`config.mk`:
```
export PLATFORM = sky130hd
export DESIGN_NAME = mem_port_arbiter
export DESIGN_NICKNAME = d
export VERILOG_FILES = /design/src/rtl/mem_port_arbiter_pkg.sv /design/src/rtl/mem_port_arbiter_wait_timer.sv /design/src/rtl/mem_port_arbiter.sv
export SDC_FILE = /design/constraint.sdc
export NUM_CORES = 1
export LEC_CHECK = 0
export CORE_ASPECT_RATIO = 0.8
export CORE_MARGIN = 4
export CORE_UTILIZATION = 44
export CTS_CLUSTER_SIZE = 25
export DETAILED_ROUTE_END_ITERATION = 8
export PLACE_DENSITY = 0.86
export SKIP_CTS_REPAIR_TIMING = 1
export SYNTH_ARGS = -nofsm -noshare
export SYNTH_HDL_FRONTEND = slang
export SYNTH_SLANG_ARGS = --single-unit
```
`constraint.sdc`:
```
create_clock -name i_clk -period 3.4 [get_ports i_clk]
set_input_delay 1.02 -clock i_clk [delete_from_list [all_inputs] [get_ports i_clk]]
set_output_delay 1.02 -clock i_clk [all_outputs]
set_load 0.1 [all_outputs]
```
`src/rtl/mem_port_arbiter_pkg.sv`:
```
// Shared types and default constants for the IF/LS memory port arbiter.
package mem_port_arbiter_pkg;

  typedef enum logic [1:0] {
    ARB_IDLE    = 2'd0,
    ARB_IF_WAIT = 2'd1,
    ARB_LS_WAIT = 2'd2,
    ARB_IF_DROP = 2'd3
  } arb_state_e;

  localparam int ARB_MAX_WAIT_DEF   = 255;
  localparam int ARB_STARVE_LIM_DEF = 4;

endpackage

```
`src/rtl/mem_port_arbiter_wait_timer.sv`:
```
// Wait watchdog: counts enabled cycles since the last clear and saturates at
// MAX_WAIT. o_expired is high while the count sits at MAX_WAIT.
module arb_wait_timer #(
  parameter int MAX_WAIT = 255
) (
  input  logic i_clk,
  input  logic i_reset,
  input  logic i_clear,
  input  logic i_enable,
  output logic o_expired
);

  localparam int CW = $clog2(MAX_WAIT + 1);

  logic [CW-1:0] cnt_q, cnt_d;

  // Next count: clear has priority, otherwise count up to the limit and hold.
  always_comb begin
    cnt_d = cnt_q;
    if (i_clear) begin
      cnt_d = '0;
    end else if (i_enable && (cnt_q != CW'(MAX_WAIT))) begin
      cnt_d = cnt_q + CW'(1);
    end
  end

  // Count register with synchronous active-low reset.
  always_ff @(posedge i_clk) begin
    if (!i_reset) begin
      cnt_q <= '0;
    end else begin
      cnt_q <= cnt_d;
    end
  end

  assign o_expired = (cnt_q == CW'(MAX_WAIT));

endmodule

```
`src/rtl/mem_port_arbiter.sv`:
```
// Arbitrates one single-port memory between instruction fetch (IF) and
// load/store (LS). LS wins by default; IF is forced through after STARVE_LIM
// consecutive LS grants taken while IF was waiting. A watchdog ends any access
// that sees no ack within MAX_WAIT cycles, and a redirect (i_flush) during an
// IF access lets the memory finish but discards its response.
// Handshake: a requester holds req and fields stable until its one-cycle gnt;
// o_mem_req is held with stable fields until the cycle i_mem_ack is seen.
module mem_port_arbiter
  import mem_port_arbiter_pkg::*;
#(
  parameter int MAX_WAIT   = ARB_MAX_WAIT_DEF,
  parameter int STARVE_LIM = ARB_STARVE_LIM_DEF
) (
  input  logic        i_clk,
  input  logic        i_reset,
  input  logic        i_if_req,
  input  logic [31:0] i_if_addr,
  input  logic        i_flush,
  output logic        o_if_gnt,
  output logic        o_if_rvld,
  output logic [31:0] o_if_rdata,
  input  logic        i_ls_req,
  input  logic        i_ls_wren,
  input  logic [31:0] i_ls_addr,
  input  logic [31:0] i_ls_wdata,
  input  logic [3:0]  i_ls_bmask,
  output logic        o_ls_gnt,
  output logic        o_ls_rvld,
  output logic [31:0] o_ls_rdata,
  output logic        o_mem_req,
  output logic        o_mem_wren,
  output logic [31:0] o_mem_addr,
  output logic [31:0] o_mem_wdata,
  output logic [3:0]  o_mem_bmask,
  input  logic        i_mem_ack,
  input  logic [31:0] i_mem_rdata,
  output logic        o_err,
  output logic        o_busy
);

  localparam int SW = $clog2(STARVE_LIM + 1);

  arb_state_e    state_q, state_d;
  logic [SW-1:0] starve_q, starve_d;
  logic          mem_req_q, mem_req_d;
  logic          mem_wren_q, mem_wren_d;
  logic [31:0]   mem_addr_q, mem_addr_d;
  logic [31:0]   mem_wdata_q, mem_wdata_d;
  logic [3:0]    mem_bmask_q, mem_bmask_d;
  logic          if_gnt_q, if_gnt_d;
  logic          ls_gnt_q, ls_gnt_d;
  logic          if_rvld_q, if_rvld_d;
  logic          ls_rvld_q, ls_rvld_d;
  logic [31:0]   if_rdata_q, if_rdata_d;
  logic [31:0]   ls_rdata_q, ls_rdata_d;
  logic          err_q, err_d;

  logic if_win, ls_win;
  logic timer_clr, timer_en, timer_expired;

  // Watchdog runs in every busy state and restarts on each new grant.
  arb_wait_timer #(.MAX_WAIT(MAX_WAIT)) u_wait_timer (
    .i_clk     (i_clk),
    .i_reset   (i_reset),
    .i_clear   (timer_clr),
    .i_enable  (timer_en),
    .o_expired (timer_expired)
  );

  // Arbitration decision; only acted on in IDLE. A redirect makes IF ineligible.
  always_comb begin
    if_win = i_if_req && !i_flush && (!i_ls_req || (starve_q == SW'(STARVE_LIM)));
    ls_win = i_ls_req && !if_win;
  end

  // Next-state and registered-output logic.
  always_comb begin
    state_d     = state_q;
    starve_d    = starve_q;
    mem_req_d   = mem_req_q;
    mem_wren_d  = mem_wren_q;
    mem_addr_d  = mem_addr_q;
    mem_wdata_d = mem_wdata_q;
    mem_bmask_d = mem_bmask_q;
    if_gnt_d    = 1'b0;
    ls_gnt_d    = 1'b0;
    if_rvld_d   = 1'b0;
    ls_rvld_d   = 1'b0;
    if_rdata_d  = if_rdata_q;
    ls_rdata_d  = ls_rdata_q;
    err_d       = 1'b0;
    timer_clr   = 1'b0;
    timer_en    = (state_q != ARB_IDLE) && !i_mem_ack;
    case (state_q)
      ARB_IDLE: begin
        if (ls_win) begin
          state_d     = ARB_LS_WAIT;
          mem_req_d   = 1'b1;
          mem_wren_d  = i_ls_wren;
          mem_addr_d  = i_ls_addr;
          mem_wdata_d = i_ls_wdata;
          mem_bmask_d = i_ls_bmask;
          ls_gnt_d    = 1'b1;
          timer_clr   = 1'b1;
          if (i_if_req && (starve_q != SW'(STARVE_LIM))) begin
            starve_d = starve_q + SW'(1);
          end
        end else if (if_win) begin
          state_d     = ARB_IF_WAIT;
          mem_req_d   = 1'b1;
          mem_wren_d  = 1'b0;
          mem_addr_d  = i_if_addr;
          mem_wdata_d = '0;
          mem_bmask_d = 4'hF;
          if_gnt_d    = 1'b1;
          timer_clr   = 1'b1;
          starve_d    = '0;
        end
      end
      ARB_IF_WAIT: begin
        if (i_flush) begin
          // A redirect beats a same-cycle ack: the access is over but dropped.
          if (i_mem_ack) begin
            state_d   = ARB_IDLE;
            mem_req_d = 1'b0;
          end else begin
            state_d = ARB_IF_DROP;
          end
        end else if (i_mem_ack) begin
          state_d    = ARB_IDLE;
          mem_req_d  = 1'b0;
          if_rvld_d  = 1'b1;
          if_rdata_d = i_mem_rdata;
        end else if (timer_expired) begin
          state_d    = ARB_IDLE;
          mem_req_d  = 1'b0;
          if_rvld_d  = 1'b1;
          if_rdata_d = '0;
          err_d      = 1'b1;
        end
      end
      ARB_LS_WAIT: begin
        if (i_mem_ack) begin
          state_d    = ARB_IDLE;
          mem_req_d  = 1'b0;
          ls_rvld_d  = 1'b1;
          ls_rdata_d = mem_wren_q ? 32'd0 : i_mem_rdata;
        end else if (timer_expired) begin
          state_d    = ARB_IDLE;
          mem_req_d  = 1'b0;
          ls_rvld_d  = 1'b1;
          ls_rdata_d = '0;
          err_d      = 1'b1;
        end
      end
      ARB_IF_DROP: begin
        if (i_mem_ack || timer_expired) begin
          state_d   = ARB_IDLE;
          mem_req_d = 1'b0;
        end
      end
      default: begin
        state_d   = ARB_IDLE;
        mem_req_d = 1'b0;
      end
    endcase
  end

  // State and output registers; reset abandons any in-flight access.
  always_ff @(posedge i_clk) begin
    if (!i_reset) begin
      state_q     <= ARB_IDLE;
      starve_q    <= '0;
      mem_req_q   <= 1'b0;
      mem_wren_q  <= 1'b0;
      mem_addr_q  <= '0;
      mem_wdata_q <= '0;
      mem_bmask_q <= '0;
      if_gnt_q    <= 1'b0;
      ls_gnt_q    <= 1'b0;
      if_rvld_q   <= 1'b0;
      ls_rvld_q   <= 1'b0;
      if_rdata_q  <= '0;
      ls_rdata_q  <= '0;
      err_q       <= 1'b0;
    end else begin
      state_q     <= state_d;
      starve_q    <= starve_d;
      mem_req_q   <= mem_req_d;
      mem_wren_q  <= mem_wren_d;
      mem_addr_q  <= mem_addr_d;
      mem_wdata_q <= mem_wdata_d;
      mem_bmask_q <= mem_bmask_d;
      if_gnt_q    <= if_gnt_d;
      ls_gnt_q    <= ls_gnt_d;
      if_rvld_q   <= if_rvld_d;
      ls_rvld_q   <= ls_rvld_d;
      if_rdata_q  <= if_rdata_d;
      ls_rdata_q  <= ls_rdata_d;
      err_q       <= err_d;
    end
  end

  assign o_if_gnt    = if_gnt_q;
  assign o_if_rvld   = if_rvld_q;
  assign o_if_rdata  = if_rdata_q;
  assign o_ls_gnt    = ls_gnt_q;
  assign o_ls_rvld   = ls_rvld_q;
  assign o_ls_rdata  = ls_rdata_q;
  assign o_mem_req   = mem_req_q;
  assign o_mem_wren  = mem_wren_q;
  assign o_mem_addr  = mem_addr_q;
  assign o_mem_wdata = mem_wdata_q;
  assign o_mem_bmask = mem_bmask_q;
  assign o_err       = err_q;
  assign o_busy      = (state_q != ARB_IDLE);

endmodule

```
==> results_dict.tcl, run 1 <==
set metrics [dict create \
    grt_max_degree 70 \
    utilization 0.6884 \
    yosys_warnings 0 \
    outcome "completed" \
    vias 5468 \
    placed_area_um2 8287 \
    fin_ws_ns 0.7306 \
    multi_input_area_um2 2452 \
    path_clk_slew_ns 0.06 \
    synth_edf_count 0 \
    dp_hpwl_um 13720 \
    ant_nets 0 \
    hold_start "o_mem_bmask[3]$_SDFFE_PN0P_" \
    leakage_nw 3.801 \
    first_iter_violations 449 \
    drt_pass1_iterations 5 \
    clock_path_buffers 2 \
    syn_area_um2 5761 \
    yosys.area.top_type "dfxtp_1" \
    synth_top_area_frac 0.5282 \
    rrSetupSlack_ns 1.31 \
    cts_tree "yes" \
    yosysSeqAreaShare 0.5282 \
    worstPathMaxFanout 8 \
    cts.sinks 152 \
    wl_met3_um 1222 \
    skew_ns 0.009947 \
    finalCriticalPeriod_ns 2.669 \
    nets 943 \
    die_area_um2 15000 \
    regToRegStartpoint "u_wait_timer.cnt_q[0]$_SDFFE_PP0P_" \
    regArea_um2 3043 \
    die_w_um 135.9 \
    syn_nets 684 \
    ys.flop_type "dfxtp_1" \
    fmax_mhz 374.6 \
    synth_area_leaders "dfxtp_1 53%, a32o_2 5.9%, mux2i_1 5.7%" \
    drt-vias-per-instance 5.574 \
    antenna_found_initial 0 \
    critical_path.startpoint "state_q[0]$_SDFFE_PN0P_" \
    slowest_delay_ns 0.38 \
    io_buffers 278 \
    clk-insertion-delay-late_ns 0.42 \
    cts_buffers 17 \
    synth_cells 538 \
    netlist-cell-type-count 49 \
    wl_met2_um 9689 \
    wirelength_met1_um 7483 \
    critPathKind "reg2out" \
    drt_wl_total_um 18820 \
    num-fill-cells 949 \
    layout-drive-gt1-share 0.2717 \
    async_flop_share 0 \
    worst_slew_pin_slew_ns 0.6669 \
    grt_pass1_vias 5473 \
    fp-row-count 37 \
    io_pins 279 \
    path_cells "inv_1 -> ha_1 -> inv_1 -> buf_4" \
    crit_slowest_cell "dfxtp_1" \
    rsz0062_at_grt "no" \
    grt.total_usage 0.2467 \
    core_um2 12820 \
    synth-seq-cells 152 \
    max_cap_violations 0 \
    powerDensity_nw_per_um2 588.6 \
    slew_violations 0 \
    peakVddDrop_uv 405.3 \
    die_h_um 110.3 \
    grt_pass1_wl_um 28840 \
    diodes 0 \
    finalHoldViolCount 0 \
    relSlewSlack 0.5507 \
    root_buffer "clkbuf_16" \
    cp.arrival_ns 1.65 \
    syn_to_final_growth_pct 53.24 \
    required_ns 2.38 \
    hold_class "reg2reg" \
    design_area_um2 8827 \
    cpMostUsedCell "inv_1" \
    syn_avg_cell_area_um2 10.71 \
    pre_cts_ws_ns 0.5551 \
    crit_path_end_kind "output pin" \
    place_congestion 0.8752 \
    min_period_over_period 0.7851 \
    initial_utilization 0.4492 \
    tns_ns 0 \
    post_drt_wl_per_cell_um 19.19 \
    worst_setup_path_start_kind "flip-flop" \
    setup_viol 0 \
    grt_overflow 0 \
    routed.top_layer "met4" \
    h-tree-depth 4 \
    drc_errors 0 \
]
## power by group
part / internal, mW / switching (mW) / total (mW)
Sequential: 1.90 / 0.0732 / 1.97
Combinational: 0.408 / 1.11 / 1.52
Clock: 1.05 / 0.662 / 1.71
Total: 3.35 / 1.84 / 5.20
## cell usage in the layout (no fill, tap or decap), types with 3 or more instances in the layout
master,count
a32o_1,3
nor4_1,4
xor2_1,4
o2bb2ai_1,36
o21ai_0,38
clkdlybuf4s50_1,137
nand2_1,7
a22o_1,33
dfxtp_1,152
a32o_2,30
a21oi_1,38
clkbuf_16,17
nor2_1,13
nand3_1,34
mux2i_1,33
buf_4,149
and2_1,5
inv_1,10
o211ai_1,3
or3_1,3
ha_1,7
clkinv_2,3
clkbuf_8,7
## final timing paths
| kind | to | depth (start not counted) |
|---|---|---|
| worst min-delay path | o_mem_bmask[3]$_SDFFE_PN0P_ | 1 |
| worst min register to register | o_mem_bmask[3]$_SDFFE_PN0P_ | 1 |
| worst max register to register | o_mem_req$_SDFFE_PN0P_ | 5 |
| worst max-delay path | o_busy | 4 |
## critical path, delay by kind of cell, from the launching register on
kind,cells,cell delay [ns]
fa+ha+maj,1,0.30
flops,1,0.38
buf+inv,3,0.56
## sequential cells by signal, summed over array words and instances (netlist names)
signal,flops
o_err,1
o_if_gnt,1
o_if_rdata,32
o_if_rvld,1
o_ls_gnt,1
o_ls_rdata,32
o_ls_rvld,1
o_mem_addr,32
o_mem_bmask,4
o_mem_req,1
o_mem_wdata,32
o_mem_wren,1
starve_q,3
state_q,2
u_wait_timer.cnt_q,8
## layer usage
layer	global-route usage	vias to the layer above
li1	-	2553
met1	0.2914	2679
met2	0.4212	201
met3	0.08031	35
met4	0.09496	0
met5	0	-
## through the flow
stage                     total power [mW]  instances  hold WS (ns)
after floorplan                      3.064        538        0.4486
final                                5.196        981        0.4663
after global routing                 5.379        981        0.4765
after global placement               3.488        953        0.4473
after CTS                            5.232        981        0.4706
after detailed placement             3.514        953        0.4538
## cell type report
type,instances,area share
well taps,175,0.02481
multi-input cells,327,0.2778
clock buffers,25,0.05953
clock inverters,3,0.001701
inverters,10,0.004252
flip-flops and latches,152,0.3447
repair buffers,289,0.2872
## synthesized netlist by cell type (3+ instances only)
library cell	n
o21ai_0	38
o2bb2ai_1	36
xor2_1	4
a32o_1	3
ha_1	7
buf_2	10
nor4_1	4
dfxtp_1	152
inv_1	10
a22o_1	33
and2_1	6
or3_1	3
a32o_2	30
buf_6	5
clkbuf_1	31
nor2b_1	3
a21oi_1	39
o211ai_1	3
nand2_1	7
mux2i_1	33
nor2_1	13
nand3_1	34
## cell families (layout without fill, tap and decap cells)
group,after synthesis,in the layout,share of synthesized area
AO/OA/AOI/OAI,196,196,0.2604
XOR/XNOR,5,5,0.007602
flip-flops,152,152,0.5282
multiplexers,33,33,0.05734
adder cells (fa/ha/maj),7,7,0.01520
buffers and inverters,59,327,0.04843
AND/OR/NAND/NOR,86,86,0.08276
Note: power is estimated with default switching activity, not from simulation.
==> run 2: changes to the inputs <==
CORE_UTILIZATION = 37   (was 44)
PLACE_DENSITY = 0.77   (was 0.86)
clock period = 2.2 ns   (was 3.4 ns; I/O delays follow)
==> run 2 against run 1 <==
Flip-flop and latch count stayed put; hold slack worse by 0.0027 ns; worst setup slack worse by 0.62 ns.
==> results_dict.tcl, run 2 (same netlist as run 1, synthesis figures left out) <==
set metrics [dict create \
    outcome "completed" \
    use_met1 0.2452 \
    regToRegStartpoint "u_wait_timer.cnt_q[0]$_SDFFE_PP0P_" \
    busiest_layer "met2" \
    drt_pass1_iterations 5 \
    grt_pass1_vias 5481 \
    finalCriticalPeriod_ns 2.094 \
    die_w_um 147.5 \
    rsz0062_at_grt "no" \
    layout_common_cells "155 x buf_4, 151 x dfxtp_1, 137 x clkdlybuf4s50_1, 38 x o21ai_0, 38 x a21oi_1" \
    fmax_mhz 477.5 \
    antenna_found_initial 0 \
    nets 958 \
    grt.total_usage 0.2031 \
    crit_path_end_kind "output pin" \
    final_common_cell "buf_4" \
    initial_utilization 0.3811 \
    path_clk_slew_ns 0.06 \
    clock_path_buffers 2 \
    ant_nets 0 \
    drt_wl_total_um 18580 \
    clk-insertion-delay-late_ns 0.42 \
    layout-drive-gt1-share 0.2913 \
    tns_ns 0 \
    leakage_nw 3.931 \
    grt_pass1_wl_um 28840 \
    critical_path.startpoint "state_q[1]$_SDFFE_PN0P_" \
    relSlewSlack 0.5678 \
    core_um2 15110 \
    die_area_um2 17640 \
    max_cap_violations 0 \
    h-tree-depth 4 \
    place_congestion 0.8189 \
    worst_slew_pin_slew_ns 0.6483 \
    diodes 0 \
    utilization 0.6078 \
    post_drt_wl_per_cell_um 17.97 \
    holdPathStages 1 \
    io_pins 279 \
    drt-vias-per-instance 5.281 \
    powerDensity_nw_per_um2 929.3 \
    grt_max_degree 65 \
    slew_violations 0 \
    grt_util_met3 0.06757 \
    worst_setup_path_start_kind "flip-flop" \
    required_ns 1.54 \
    cts.sinks 152 \
    grt_overflow 0 \
    gr-usage-met2 0.3383 \
    cts_tree "yes" \
    vias 5461 \
    setup_viol 0 \
    fp-row-count 40 \
    syn_to_final_growth_pct 59.47 \
    hold_start "o_mem_addr[8]$_SDFFE_PN0P_" \
    drc_errors 0 \
    critPathKind "reg2out" \
    worstPathMaxFanout 8 \
    finalHoldViolCount 0 \
    holdWs_ns 0.4635 \
    first_iter_violations 494 \
    die_h_um 119.6 \
    dp_hpwl_um 13810 \
    io_buffers 278 \
    rrSetupSlack_ns 0.29 \
    cts_buffers 17 \
    peakVddDrop_uv 487.2 \
    hold_class "reg2reg" \
    r2r_cells 6 \
    cp.arrival_ns 1.43 \
    min_period_over_period 0.9519 \
    skew_ns 0.01426 \
    root_buffer "clkbuf_16" \
]
run 2: cell types whose count changed in the layout (fill, tap and decap cells not counted), moves of 3 or more:
cell	previous run	this run
buf_12	2	11
clkbuf_8	7	2
buf_4	149	155
bufinv_16	0	4
clkinvlp_4	0	3
run 2: through the flow:
step / setup WS [ns] / area [um2] / std cells / power [mW]
after floorplan: 0.2249 / 5761 / 538 / 4.735
after global routing: 0.003684 / 9186 / 1034 / 8.829
final: 0.1058 / 9186 / 1034 / 8.537
after global placement: -0.05547 / 8556 / 1003 / 5.480
after CTS: -0.09836 / 9183 / 1034 / 8.595
after detailed placement: -0.1402 / 8556 / 1003 / 5.507
run 2: where the power goes:
group	switching [mW]	internal [mW]
clock	1.13	1.95
combinational	1.71	0.701
sequential	0.110	2.93
run 2: worst max-delay path, stage by stage, from the launching register on:
cell	delay [ns]
dfxtp_1	0.33
inv_1	0.14
ha_2	0.29
inv_2	0.08
buf_12	0.17
run 2: final timing paths:
kind	endpoint
setup / recovery	o_busy
hold / removal	o_mem_addr[8]$_SDFFE_PN0P_
setup reg to reg	o_ls_rdata[4]$_SDFFE_PN0P_
hold reg to reg	o_mem_addr[8]$_SDFFE_PN0P_
run 2: cell type report:
| class | instances | area, um2 |
|---|---|---|
| clock buffers | 20 | 456.7 |
| clock inverters | 11 | 170.2 |
| fillers | 1249 | 5928 |
| inverters | 10 | 37.54 |
| multi-input cells | 327 | 2455 |
| flip-flops and latches | 152 | 3044 |
| well taps | 210 | 262.8 |
| repair buffers | 304 | 2760 |
run 2: routing by layer:
metal	wire length (um)	up-vias
met5	0	-
met2	9231	205
li1	-	2575
met4	430	0
met3	1276	31
met1	7643	2650
==> run 3: changes to the inputs <==
ABC_CLOCK_PERIOD_IN_PS = 2200   (was not set)
==> results of run 3 <==
No change in the layout: final DEF, timing and power equal those of run 2.
